**src/rtl/wb_bram_reader.sv**
```systemverilog
// Purpose : Wishbone classic master that reads a block of words from a BRAM-style
//           slave and forwards them one at a time on a valid/ready stream.
// Latency : one Wishbone cycle per word plus RELEASE and PUSH states; o_done one cycle after the last beat.
// Backpressure: a single word is buffered in o_data; no new strobe is issued until
//               the current beat is taken by i_ready.
//
// Ports:
//   clk, rst_n                 clock, asynchronous active-low reset
//   i_start/i_base_adr/i_count transfer request (ignored while o_busy)
//   o_busy, o_done, o_error    status (o_error sticky, cleared by next accepted start)
//   o_wbm_*/i_wbm_*            Wishbone master port (read-only, byte address = word << 2)
//   o_data/o_valid/i_ready     downstream stream
//
// Optional feature: define WB_READER_TIMEOUT_EN to abort a word that is not
// acknowledged within TIMEOUT_CYCLES cycles and raise o_error.

module wb_bram_reader #(
    parameter int ADDR_WIDTH     = 10,
    parameter int TIMEOUT_CYCLES = 255
) (
    input  logic                  clk,
    input  logic                  rst_n,
    input  logic                  i_start,
    input  logic [ADDR_WIDTH-1:0] i_base_adr,
    input  logic [ADDR_WIDTH:0]   i_count,
    output logic                  o_busy,
    output logic                  o_done,
    output logic                  o_error,
    output logic                  o_wbm_cyc,
    output logic                  o_wbm_stb,
    output logic                  o_wbm_we,
    output logic [3:0]            o_wbm_sel,
    output logic [31:0]           o_wbm_adr,
    output logic [31:0]           o_wbm_dat,
    input  logic [31:0]           i_wbm_dat,
    input  logic                  i_wbm_ack,
    output logic [31:0]           o_data,
    output logic                  o_valid,
    input  logic                  i_ready
);

    typedef enum logic [2:0] {
        IDLE,
        REQ,
        RELEASE,
        PUSH,
        DONE
    } state_t;

    state_t                state;
    logic [ADDR_WIDTH-1:0] adr_word;   // current word address, wraps naturally
    logic [ADDR_WIDTH:0]   remaining;  // words still to be pushed, including current

    // Read-only master: these never change.
    assign o_wbm_we  = 1'b0;
    assign o_wbm_sel = 4'hF;
    assign o_wbm_dat = 32'h0;
    assign o_wbm_adr = {{(30 - ADDR_WIDTH){1'b0}}, adr_word, 2'b00};

    wire last_word = (remaining == (ADDR_WIDTH + 1)'(1));

`ifdef WB_READER_TIMEOUT_EN
    localparam int TW = $clog2(TIMEOUT_CYCLES + 1);
    logic [TW-1:0] tmo_cnt;
    logic          error_q;
    assign o_error = error_q;
`else
    assign o_error = 1'b0;
`endif

    always_ff @(posedge clk or negedge rst_n) begin
        if (!rst_n) begin
            state     <= IDLE;
            adr_word  <= '0;
            remaining <= '0;
            o_busy    <= 1'b0;
            o_done    <= 1'b0;
            o_wbm_cyc <= 1'b0;
            o_wbm_stb <= 1'b0;
            o_data    <= 32'h0;
            o_valid   <= 1'b0;
`ifdef WB_READER_TIMEOUT_EN
            tmo_cnt   <= '0;
            error_q   <= 1'b0;
`endif
        end else begin
            o_done <= 1'b0;
            case (state)
                IDLE: begin
                    if (i_start) begin
                        o_busy    <= 1'b1;
                        adr_word  <= i_base_adr;
                        remaining <= i_count;
`ifdef WB_READER_TIMEOUT_EN
                        error_q   <= 1'b0;
                        tmo_cnt   <= '0;
`endif
                        if (i_count == '0) begin
                            // Empty request: complete without touching the bus.
                            o_done <= 1'b1;
                            state  <= DONE;
                        end else begin
                            o_wbm_cyc <= 1'b1;
                            o_wbm_stb <= 1'b1;
                            state     <= REQ;
                        end
                    end
                end

                REQ: begin
                    if (i_wbm_ack) begin
                        o_data    <= i_wbm_dat;
                        o_wbm_stb <= 1'b0;
                        state     <= RELEASE;
                    end
`ifdef WB_READER_TIMEOUT_EN
                    else if (tmo_cnt == TW'(TIMEOUT_CYCLES - 1)) begin
                        // Slave never answered: abandon the block, no beat for this word.
                        o_wbm_cyc <= 1'b0;
                        o_wbm_stb <= 1'b0;
                        error_q   <= 1'b1;
                        o_done    <= 1'b1;
                        state     <= DONE;
                    end else begin
                        tmo_cnt <= tmo_cnt + 1'b1;
                    end
`endif
                end

                RELEASE: begin
                    // Wait for the slave to deassert ack before the next strobe can follow.
                    if (!i_wbm_ack) begin
                        o_valid <= 1'b1;
                        state   <= PUSH;
                        if (last_word) begin
                            o_wbm_cyc <= 1'b0;
                        end
                    end
                end

                PUSH: begin
                    if (i_ready) begin
                        o_valid   <= 1'b0;
                        remaining <= remaining - 1'b1;
                        if (last_word) begin
                            o_done <= 1'b1;
                            state  <= DONE;
                        end else begin
                            adr_word  <= adr_word + 1'b1;
                            o_wbm_cyc <= 1'b1;
                            o_wbm_stb <= 1'b1;
`ifdef WB_READER_TIMEOUT_EN
                            tmo_cnt   <= '0;
`endif
                            state     <= REQ;
                        end
                    end
                end

                DONE: begin
                    o_busy    <= 1'b0;
                    o_wbm_cyc <= 1'b0;
                    state     <= IDLE;
                end

                default: state <= IDLE;
            endcase
        end
    end

endmodule

```
**config.mk**
```make
export PLATFORM = sky130hd
export DESIGN_NAME = wb_bram_reader
export DESIGN_NICKNAME = d
export VERILOG_FILES = /design/src/rtl/wb_bram_reader.sv
export SDC_FILE = /design/constraint.sdc
export NUM_CORES = 1
export LEC_CHECK = 0
export CORE_MARGIN = 1.5
export CORE_UTILIZATION = 57
export DETAILED_ROUTE_END_ITERATION = 6
export DONT_BUFFER_PORTS = 1
export PLACE_DENSITY = 0.75
export RECOVER_POWER = 50
export SLEW_MARGIN = 30
export SYNTH_ARGS = -nofsm -noshare
export SYNTH_HDL_FRONTEND = slang
export SYNTH_SLANG_ARGS = --single-unit
```
**constraint.sdc**
```tcl
create_clock -name clk -period 1.9 [get_ports clk]
set_clock_uncertainty 0.2 [all_clocks]
set_input_delay 0.19 -clock clk [delete_from_list [all_inputs] [get_ports clk]]
set_output_delay 0.19 -clock clk [all_outputs]
set_load 0.005 [all_outputs]
```
* Yosys cells after proc, flatten, opt, wreduce, memory -nomap -nowiden
Index checks and enable logic that the tools add are counted.
** Cells by class
- Reduce and logical (&&, ||, !) cells :: 15
- Add/subtract/negate cells :: 2
- Mux-type cells :: 33
- Equal/unequal tests :: 12
** Operators with widths (number)
- $mux 10 :: 3
- $mux 11 :: 2
- $pmux 11 s2 :: 1
- $pmux 10 s2 :: 1
- $mux 3 :: 6
- $mux 1 :: 14
- $ne 2x2->1 const B :: 7
- $pmux 3 s4 :: 1
- $eq 11x1->1 const B :: 1
- $logic_not 11->1 :: 1
- $sub 11x1->11 const B :: 1
- $add 10x1->10 const B :: 1
- $reduce_and 4->1 :: 2
- $reduce_and 7->1 :: 1
- $eq 3x2->1 const B :: 2
- $pmux 1 s2 :: 3
- $reduce_and 3->1 :: 2
- $reduce_and 6->1 :: 1
- $reduce_bool 2->1 :: 3
- $pmux 1 s4 :: 1
- $reduce_and 2->1 :: 2
- $reduce_bool 4->1 :: 1
- $eq 3x1->1 const B :: 1
- $eq 3x3->1 const B :: 1
- 3 further kinds :: 3
** Storage, ports and cells
- Output and inout bits :: 107
- Word-level logic and storage cells :: 71
- Flip-flop bits (word level) :: 61

* Longest topological paths before layout
Gate-level depths: netlist (run 1).
- Depth in word-level cells :: 4
- Depth in mapped cells :: 8
- Mapped depth without buffers :: 6

* Worst setup path before layout (run 1)
Ideal clock, no wire load.
- Kind :: flip-flop to flip-flop
- Start :: register remaining[5]
- End :: register adr_word[1]
- Path slack :: 0.023 ns
- Arrival time :: 1.551 ns
- Clock period less this slack :: 1.877 ns
- Required time :: 1.575 ns
- Cell stages (with the launch flop) :: 6
- Setup time :: 0.125 ns
- Cell sequence :: dfrtp_1 nor4_4 and4_1 buf_6 nor2_4 mux2_4
** On the way
- Longest elaborated chain between the ends :: 3
** Ends and longest elaborated chain
- start, declared :: line 52 : logic [ADDR_WIDTH:0] remaining;
- start signal, assigned :: line 93 : remaining <= i_count;
- start signal, assigned :: line 144 : remaining <= remaining - 1'b1;
- $eq 11x1->1 :: line 60 : wire last_word = (remaining == (ADDR_WIDTH + 1)'(1));
- $ne 2x2->1 (no line)
- $reduce_and 4->1 (no line)
- end signal, assigned :: line 92 : adr_word <= i_base_adr;
- end signal, assigned :: line 149 : adr_word <= adr_word + 1'b1;
- end, declared :: line 51 : logic [ADDR_WIDTH-1:0] adr_word;
No other way between the ends.
A chain may end at the register's enable or synchronous reset.

* Final worst setup path (run 1)
- Start :: register state[1]
- End :: register adr_word[0]
** On the way
- Longest elaborated chain between the ends :: 3
** Ends and longest elaborated chain
- start, declared :: line 50 : state_t state;
- start signal, assigned :: line 73 : state <= IDLE;
- start signal, assigned :: line 101 : state <= DONE;
- start signal, assigned :: line 105 : state <= REQ;
- $eq 3x2->1 / $logic_not 3->1 (equally long branches) :: line 88 : case (state)
- $ne 2x2->1 (no line) / $reduce_bool 2->1 (equally long branches)
- $reduce_and 4->1 (no line)
Parallel ways exist; a longest one is shown, timed or not.

==> results of run 1 <==
-- cell families (layout without fill, tap and decap cells) --
group                    Yosys count  count (layout)  share of synthesized area [%]
AND/OR/NAND/NOR                   87              87                           14.4
other                              2              60                          0.213
AO/OA/AOI/OAI                     72              72                           13.7
multiplexers                      33              33                           10.6
buffers and inverters             84             117                           16.7
flip-flops                        61              61                           43.2
adder cells (fa/ha/maj)            3               3                           1.06
-- registers in the layout, indices dropped and copies added (netlist names) --
register,cells
adr_word,10
o_busy,1
o_data,32
o_done,1
o_valid,1
o_wbm_cyc,1
o_wbm_stb,1
remaining,11
state,3
-- cells in the final DEF, fill, tap and decap left out, types with 3 or more instances in the layout --
cell type      netlist  routed
a21oi_1             14      14
clkbuf_8             0      11
nor3_1               9       3
o22ai_1              6       6
a2bb2oi_2            0       3
nor3b_1              3       3
nand4_1              5       5
ha_1                 3       3
a2bb2oi_1           14      11
nor2b_1              4       3
nor2_1              13      13
mux2_2              32      32
dlygate4sd3_1        0      57
buf_4               60      32
a21oi_2              4       4
o21ai_1              1       4
nand3b_1             3       3
dfrtp_1             61      61
nand2_1             22      22
nand3_1              7       6
nor3_2               0       5
or4_1                3       3
o21ai_0             17      14
and3_1               3       3
inv_1                6       5
conb_1               2      60
-- routing by layer --
layer	share of wire, %	vias to the layer above	GRT usage [%]
li1	-	1276	-
met1	40	1343	29.9
met2	51	146	40.5
met3	8.1	13	6.89
met4	1.2	0	7.63
met5	0	-	0
-- synthesized netlist by cell type, types with 2 or more instances --
| cell | number |
|---|---|
| dfrtp_1 | 61 |
| buf_4 | 60 |
| mux2_2 | 32 |
| nand2_1 | 22 |
| o21ai_0 | 17 |
| a21oi_1 | 14 |
| a2bb2oi_1 | 14 |
| nor2_1 | 13 |
| buf_2 | 9 |
| nor3_1 | 9 |
| nand3_1 | 7 |
| inv_1 | 6 |
| o22ai_1 | 6 |
| nand4_1 | 5 |
| a21oi_2 | 4 |
| clkbuf_1 | 4 |
| nor2b_1 | 4 |
| a211oi_1 | 3 |
| and3_1 | 3 |
| and4_1 | 3 |
| buf_6 | 3 |
| ha_1 | 3 |
| nand3b_1 | 3 |
| nor3b_1 | 3 |
| or4_1 | 3 |
| a31oi_1 | 2 |
| conb_1 | 2 |
| nor4_4 | 2 |
| o22a_1 | 2 |
| or3_1 | 2 |
-- metrics by stage --
stage / power [mW] / instances / instance area [sq um]
5_1_grt: 6.86 / 508 / 4450
4_1_cts: 6.11 / 503 / 4320
3_5_place_dp: 4.91 / 429 / 3540
6_report: 6.41 / 508 / 4450
2_1_floorplan: 4.23 / 400 / 3750
3_3_place_gp: 4.82 / 429 / 3540
-- repair_timing --
item,4_1_cts,5_1_grt
setup endpoints to repair,0,49
hold endpoints to repair,121,0
hold buffers,58,0
buffers inserted,0,4
resized for setup,0,28
-- power breakdown --
part | internal (mW) | switching [mW] | total [mW]
clock network | 0.543 | 0.514 | 1.06
registers | 1.92 | 0.546 | 2.47
logic | 1.51 | 1.37 | 2.88
total | 3.97 | 2.43 | 6.41
-- how the worst max path moves through the flow --
| stage | slack (ns) | depth (start not counted) | endpoint |
|---|---|---|---|
| after floorplan | 0.02 | 5 | adr_word[1]$_DFFE_PN0P_ |
| after global placement | 0.06 | 6 | adr_word[5]$_DFFE_PN0P_ |
| after detailed placement | 0.02 | 5 | adr_word[0]$_DFFE_PN0P_ |
| after CTS | 0.007 | 5 | adr_word[0]$_DFFE_PN0P_ |
| after global routing | -0.04 | 5 | o_wbm_cyc$_DFFE_PN0P_ |
| final | 0.06 | 6 | adr_word[0]$_DFFE_PN0P_ |
-- layout make-up --
type                       instances  area (sq um)
multi-input combinational        255          1720
tap                               75          93.8
inverter                           6          22.5
clock inverter                     3          20.0
fill                             386          1510
sequential                        61          1530
clock buffer                      13           159
timing repair buffer              95           906
-- worst max-delay path, delay by kind of cell (launching register included) --
kind	cells	cell delay [ns]
AOI/OAI and AO/OA	1	0.08
buffers and inverters	2	0.36
DFF	1	0.37
and+or+nand+nor	3	0.74
==> flow_metrics.env, run 1 <==
export IMPL_status="finished clean"
export IMPL_r2r_end="adr_word[0]$_DFFE_PN0P_"
export IMPL_synth_area_leaders="dfrtp_1 43%, buf_4 13%, mux2_2 10%"
export IMPL_yosysWarnings=0
export IMPL_ff2ff_path_depth=6
export IMPL_vias=2778
export IMPL_r2r_slack_ns=0.06
export IMPL_whs_ns=0.0508
export IMPL_syn_avg_cell_area_sq_um=10.3
export IMPL_die_area_sq_um=6670
export IMPL_die_w_microns=81.7
export IMPL_cts_tree="built"
export IMPL_synthCells=342
export IMPL_routed_via_density=5.47
export IMPL_hold_viol=0
export IMPL_worstSetupStartpoint="state[1]$_DFFE_PN0P_"
export IMPL_slowest_delay_ns=0.46
export IMPL_post_place_ws_ns=0.0231
export IMPL_hp_start="i_ready"
export IMPL_final_antenna_net_count=0
export IMPL_rows=28
export IMPL_clkSinkCount=61
export IMPL_die_h_microns=81.7
export IMPL_synth_seq_area_share_pct=43.2
export IMPL_grt_max_degree=62
export IMPL_insertion_delay_ns=0.34
export IMPL_cp_start_kind="register"
export IMPL_worst_slack_ns=0.0626
export IMPL_synth_edff_count=0
export IMPL_drc=0
export IMPL_port_buffers=0
export IMPL_post_drt_wl_per_cell_microns=16.5
export IMPL_period_share_pct=96.7
export IMPL_rsz0062_at_grt="true"
export IMPL_grtUsageTotal_pct=24.1
export IMPL_critical_path_endpoint_type="register"
export IMPL_start_util_pct=59.3
export IMPL_dpl_hpwl_microns=5110
export IMPL_slew_headroom_pct=45.4
export IMPL_fin_crit_ns=1.84
export IMPL_fin_tns_setup_ns=0
export IMPL_max_cap_violations=0
export IMPL_syn_area_sq_um=3530
export IMPL_final_util_pct=74.7
export IMPL_gp_congestion=0.795
export IMPL_io_pins=165
export IMPL_nets=489
export IMPL_fmax_mhz=544
export IMPL_core_sq_um=5960
export IMPL_synth_seq_cells=61
export IMPL_synth_ff_type="dfrtp_1"
export IMPL_grt_overflow_total=0
export IMPL_hold_path_class="input port to register"
export IMPL_critical_path_arrival_ns=1.91
export IMPL_clockBufferDepth=2
export IMPL_area_delta_synth_final_pct=26.1
export IMPL_drive_gt1_share_pct=26.1
export IMPL_routed_wl_microns=8370
export IMPL_cts_made_buffers=9
export IMPL_grt_antenna_before_repair=0
export IMPL_grt_pass1_wl_microns=12000
export IMPL_power_leakage_nw=1.94
export IMPL_power_density_nw_per_um2=1440
export IMPL_synthDominantCellAreaShare_pct=43.2
export IMPL_async_flop_share_pct=100
export IMPL_htreeDepth=3
export IMPL_cp_required_ns=1.97
export IMPL_drt_pass1_iter_count=4
export IMPL_holdPathEnd="o_wbm_cyc$_DFFE_PN0P_"
export IMPL_path_clk_slew_ns=0.07
export IMPL_timing_rr_start="state[1]$_DFFE_PN0P_"
export IMPL_cp_max_fo=37
export IMPL_n_antenna_cell=0
export IMPL_drt_iter0_drc=160
export IMPL_first_global_vias=2542
export IMPL_synth_top_area_cell="dfrtp_1"
export IMPL_setup_violations=0
export IMPL_whs_path_depth=3
export IMPL_yosysUniqueCellTypes=51
export IMPL_path_cells="buf_4 > and3b_1 > buf_12 > nor2_1 > or4_1 > o21ai_1"
export IMPL_cpMaxStageDelayCell="or4_1"
export IMPL_slew_violations=0
export IMPL_worstSetupPathType="register to register"
export IMPL_ir_worst_vdd_mv=0.798
export IMPL_clockRootBuffer="clkbuf_8"
export IMPL_worst_slew_pin_slew_ns=0.818
No activity file was read; power rests on OpenSTA's default activity.
==> run 2: changes to the inputs <==
--- a/config.mk
+++ b/config.mk
@@ -15,3 +15,4 @@
 export SYNTH_ARGS = -nofsm -noshare
 export SYNTH_HDL_FRONTEND = slang
 export SYNTH_SLANG_ARGS = --single-unit
+export TNS_END_PERCENT = 20
==> flow_metrics.env, run 2 (synthesis gave the netlist of run 1 again) <==
export IMPL_worst_slew_pin_slew_ns=0.822
export IMPL_power_density_nw_per_um2=1430
export IMPL_drt_pass1_iter_count=4
export IMPL_cts_tree="built"
export IMPL_drt_iter0_drc=152
export IMPL_fin_tns_setup_ns=0
export IMPL_grt_antenna_before_repair=0
export IMPL_max_cap_violations=0
export IMPL_worstSetupPathType="register to register"
export IMPL_nets=488
export IMPL_path_cells="or3b_4 > a21o_4 > buf_4 > nor3_1 > a2bb2oi_1"
export IMPL_htreeDepth=3
export IMPL_routed_wl_microns=8080
export IMPL_critical_path_arrival_ns=1.91
export IMPL_die_h_microns=81.7
export IMPL_final_area_sq_um=4400
export IMPL_drive_gt1_share_pct=25.2
export IMPL_regArea_sq_um=1530
export IMPL_cpMaxStageDelayCell="or3b_4"
export IMPL_first_global_vias=2542
export IMPL_insertion_delay_ns=0.34
export IMPL_power_leakage_nw=1.92
export IMPL_grt_pass1_wl_microns=12000
export IMPL_cp_required_ns=1.97
export IMPL_ir_worst_vdd_mv=0.798
export IMPL_vias=2745
export IMPL_nFillCells=397
export IMPL_clockBufferDepth=2
export IMPL_clockRootBuffer="clkbuf_8"
export IMPL_status="finished clean"
export IMPL_final_antenna_net_count=0
export IMPL_p_clk_share_pct=16.7
export IMPL_fin_crit_ns=1.84
export IMPL_grt_max_degree=62
export IMPL_core_sq_um=5960
export IMPL_fmax_mhz=544
export IMPL_start_util_pct=59.3
export IMPL_n_antenna_cell=0
export IMPL_drc=0
export IMPL_seqPwrFrac_pct=39.2
export IMPL_cp_start_kind="register"
export IMPL_p_int_mw=3.92
export IMPL_cp_num_buf_inv=1
export IMPL_cp_max_fo=7
export IMPL_critical_path_endpoint_type="register"
export IMPL_period_share_pct=96.8
export IMPL_largest_reg_flops=32
export IMPL_clkSinkCount=61
export IMPL_area_delta_synth_final_pct=24.7
export IMPL_port_buffers=0
export IMPL_swShare_pct=37.7
export IMPL_path_delay_family="simple AND/OR/NAND/NOR gates"
export IMPL_grt_overflow_total=0
export IMPL_setup_violations=0
export IMPL_post_drt_wl_per_cell_microns=15.9
export IMPL_die_area_sq_um=6670
export IMPL_routed_via_density=5.41
export IMPL_rsz0062_at_grt="true"
export IMPL_comb_power_share_pct=44.1
export IMPL_place_area_sq_um=3540
export IMPL_rows=28
export IMPL_power_switching_mw=2.37
export IMPL_hold_viol=0
export IMPL_regMostFlops="o_data"
export IMPL_grtUsageTotal_pct=24.1
export IMPL_dpl_hpwl_microns=5110
export IMPL_hold_path_class="input port to register"
export IMPL_mostFrequentLayoutCell="dfrtp_1"
export IMPL_slowest_delay_ns=0.41
export IMPL_top_regs="o_data x32, remaining x11, adr_word x10"
export IMPL_slew_violations=0
export IMPL_multiInputGateArea_sq_um=1700
export IMPL_cts_made_buffers=9
export IMPL_mostFrequentLayoutCells="61 x dfrtp_1, 60 x conb_1, 57 x dlygate4sd3_1"
export IMPL_slew_headroom_pct=45.2
export IMPL_path_clk_slew_ns=0.07
export IMPL_gp_congestion=0.795
export IMPL_die_w_microns=81.7
export IMPL_io_pins=165
run 2: area by class of cell:
type	instances	area share (%)
multi-input cells	255	38.7
repair buffers	94	19.9
clock inverters	3	0.455
clock buffers	13	3.61
inverters	6	0.512
well taps	75	2.13
flip-flops and latches	61	34.7
run 2: power groups by stage:
| stage | clock network [mW] | registers (mW) | logic, mW |
|---|---|---|---|
| 6_report | 1.05 | 2.47 | 2.77 |
| 5_1_grt | 1.14 | 2.55 | 3.06 |
| 4_1_cts | 1.08 | 2.45 | 2.58 |
| 3_5_place_dp | 0 | 2.46 | 2.45 |
| 3_3_place_gp | 0 | 2.44 | 2.38 |
| 2_1_floorplan | 0 | 2.39 | 1.84 |
run 2: final timing paths:
kind	start	endpoint	slack, ns	depth (start not counted)
worst max register to register	state[1]$_DFFE_PN0P_	adr_word[2]$_DFFE_PN0P_	0.06	5
min in group asynchronous	rst_n	o_data[11]$_DFFE_PN0P_	0.32	2
worst max-delay path	state[1]$_DFFE_PN0P_	adr_word[2]$_DFFE_PN0P_	0.06	5
worst min register to register	o_data[22]$_DFFE_PN0P_	o_data[22]$_DFFE_PN0P_	0.34	1
worst min-delay path	i_ready	o_wbm_cyc$_DFFE_PN0P_	0.05	3
max in group asynchronous	rst_n	remaining[5]$_DFFE_PN0P_	0.64	2
run 2: per-stage QoR:
stage	util [%]	power, mW	cells	hold WS [ns]	setup WS (ns)
6_report	73.9	6.29	507	0.0535	0.0611
5_1_grt	73.9	6.75	507	0.0739	-0.0412
4_1_cts	72.5	6.11	503	0.0347	0.00732
3_5_place_dp	59.4	4.91	429	-0.304	0.0231
3_3_place_gp	59.4	4.82	429	-0.304	0.0557
2_1_floorplan	-	4.23	400	-0.306	0.0234
run 2: metal layers:
metal  GRT usage [%]  share of wire, %  up-vias
met5               0                 0        -
met4            7.63              0.89        0
met3            6.89               8.5        7
met2            40.5                51      135
met1            29.9                40     1331
li1                -                 -     1272
run 2: repair_timing:
| item | 4_1_cts | 5_1_grt |
|---|---|---|
| endpoints found under the hold margin | 121 | 0 |
| setup endpoints to repair | 0 | 49 |
| setup buffers | 0 | 4 |
| hold buffers | 58 | 0 |
| resized for setup | 0 | 22 |
run 2: tightest hold or removal path, stage by stage:
cell	delay [ns]
a21oi_1	0.04
o221ai_1	0.18
o211a_1	0.14
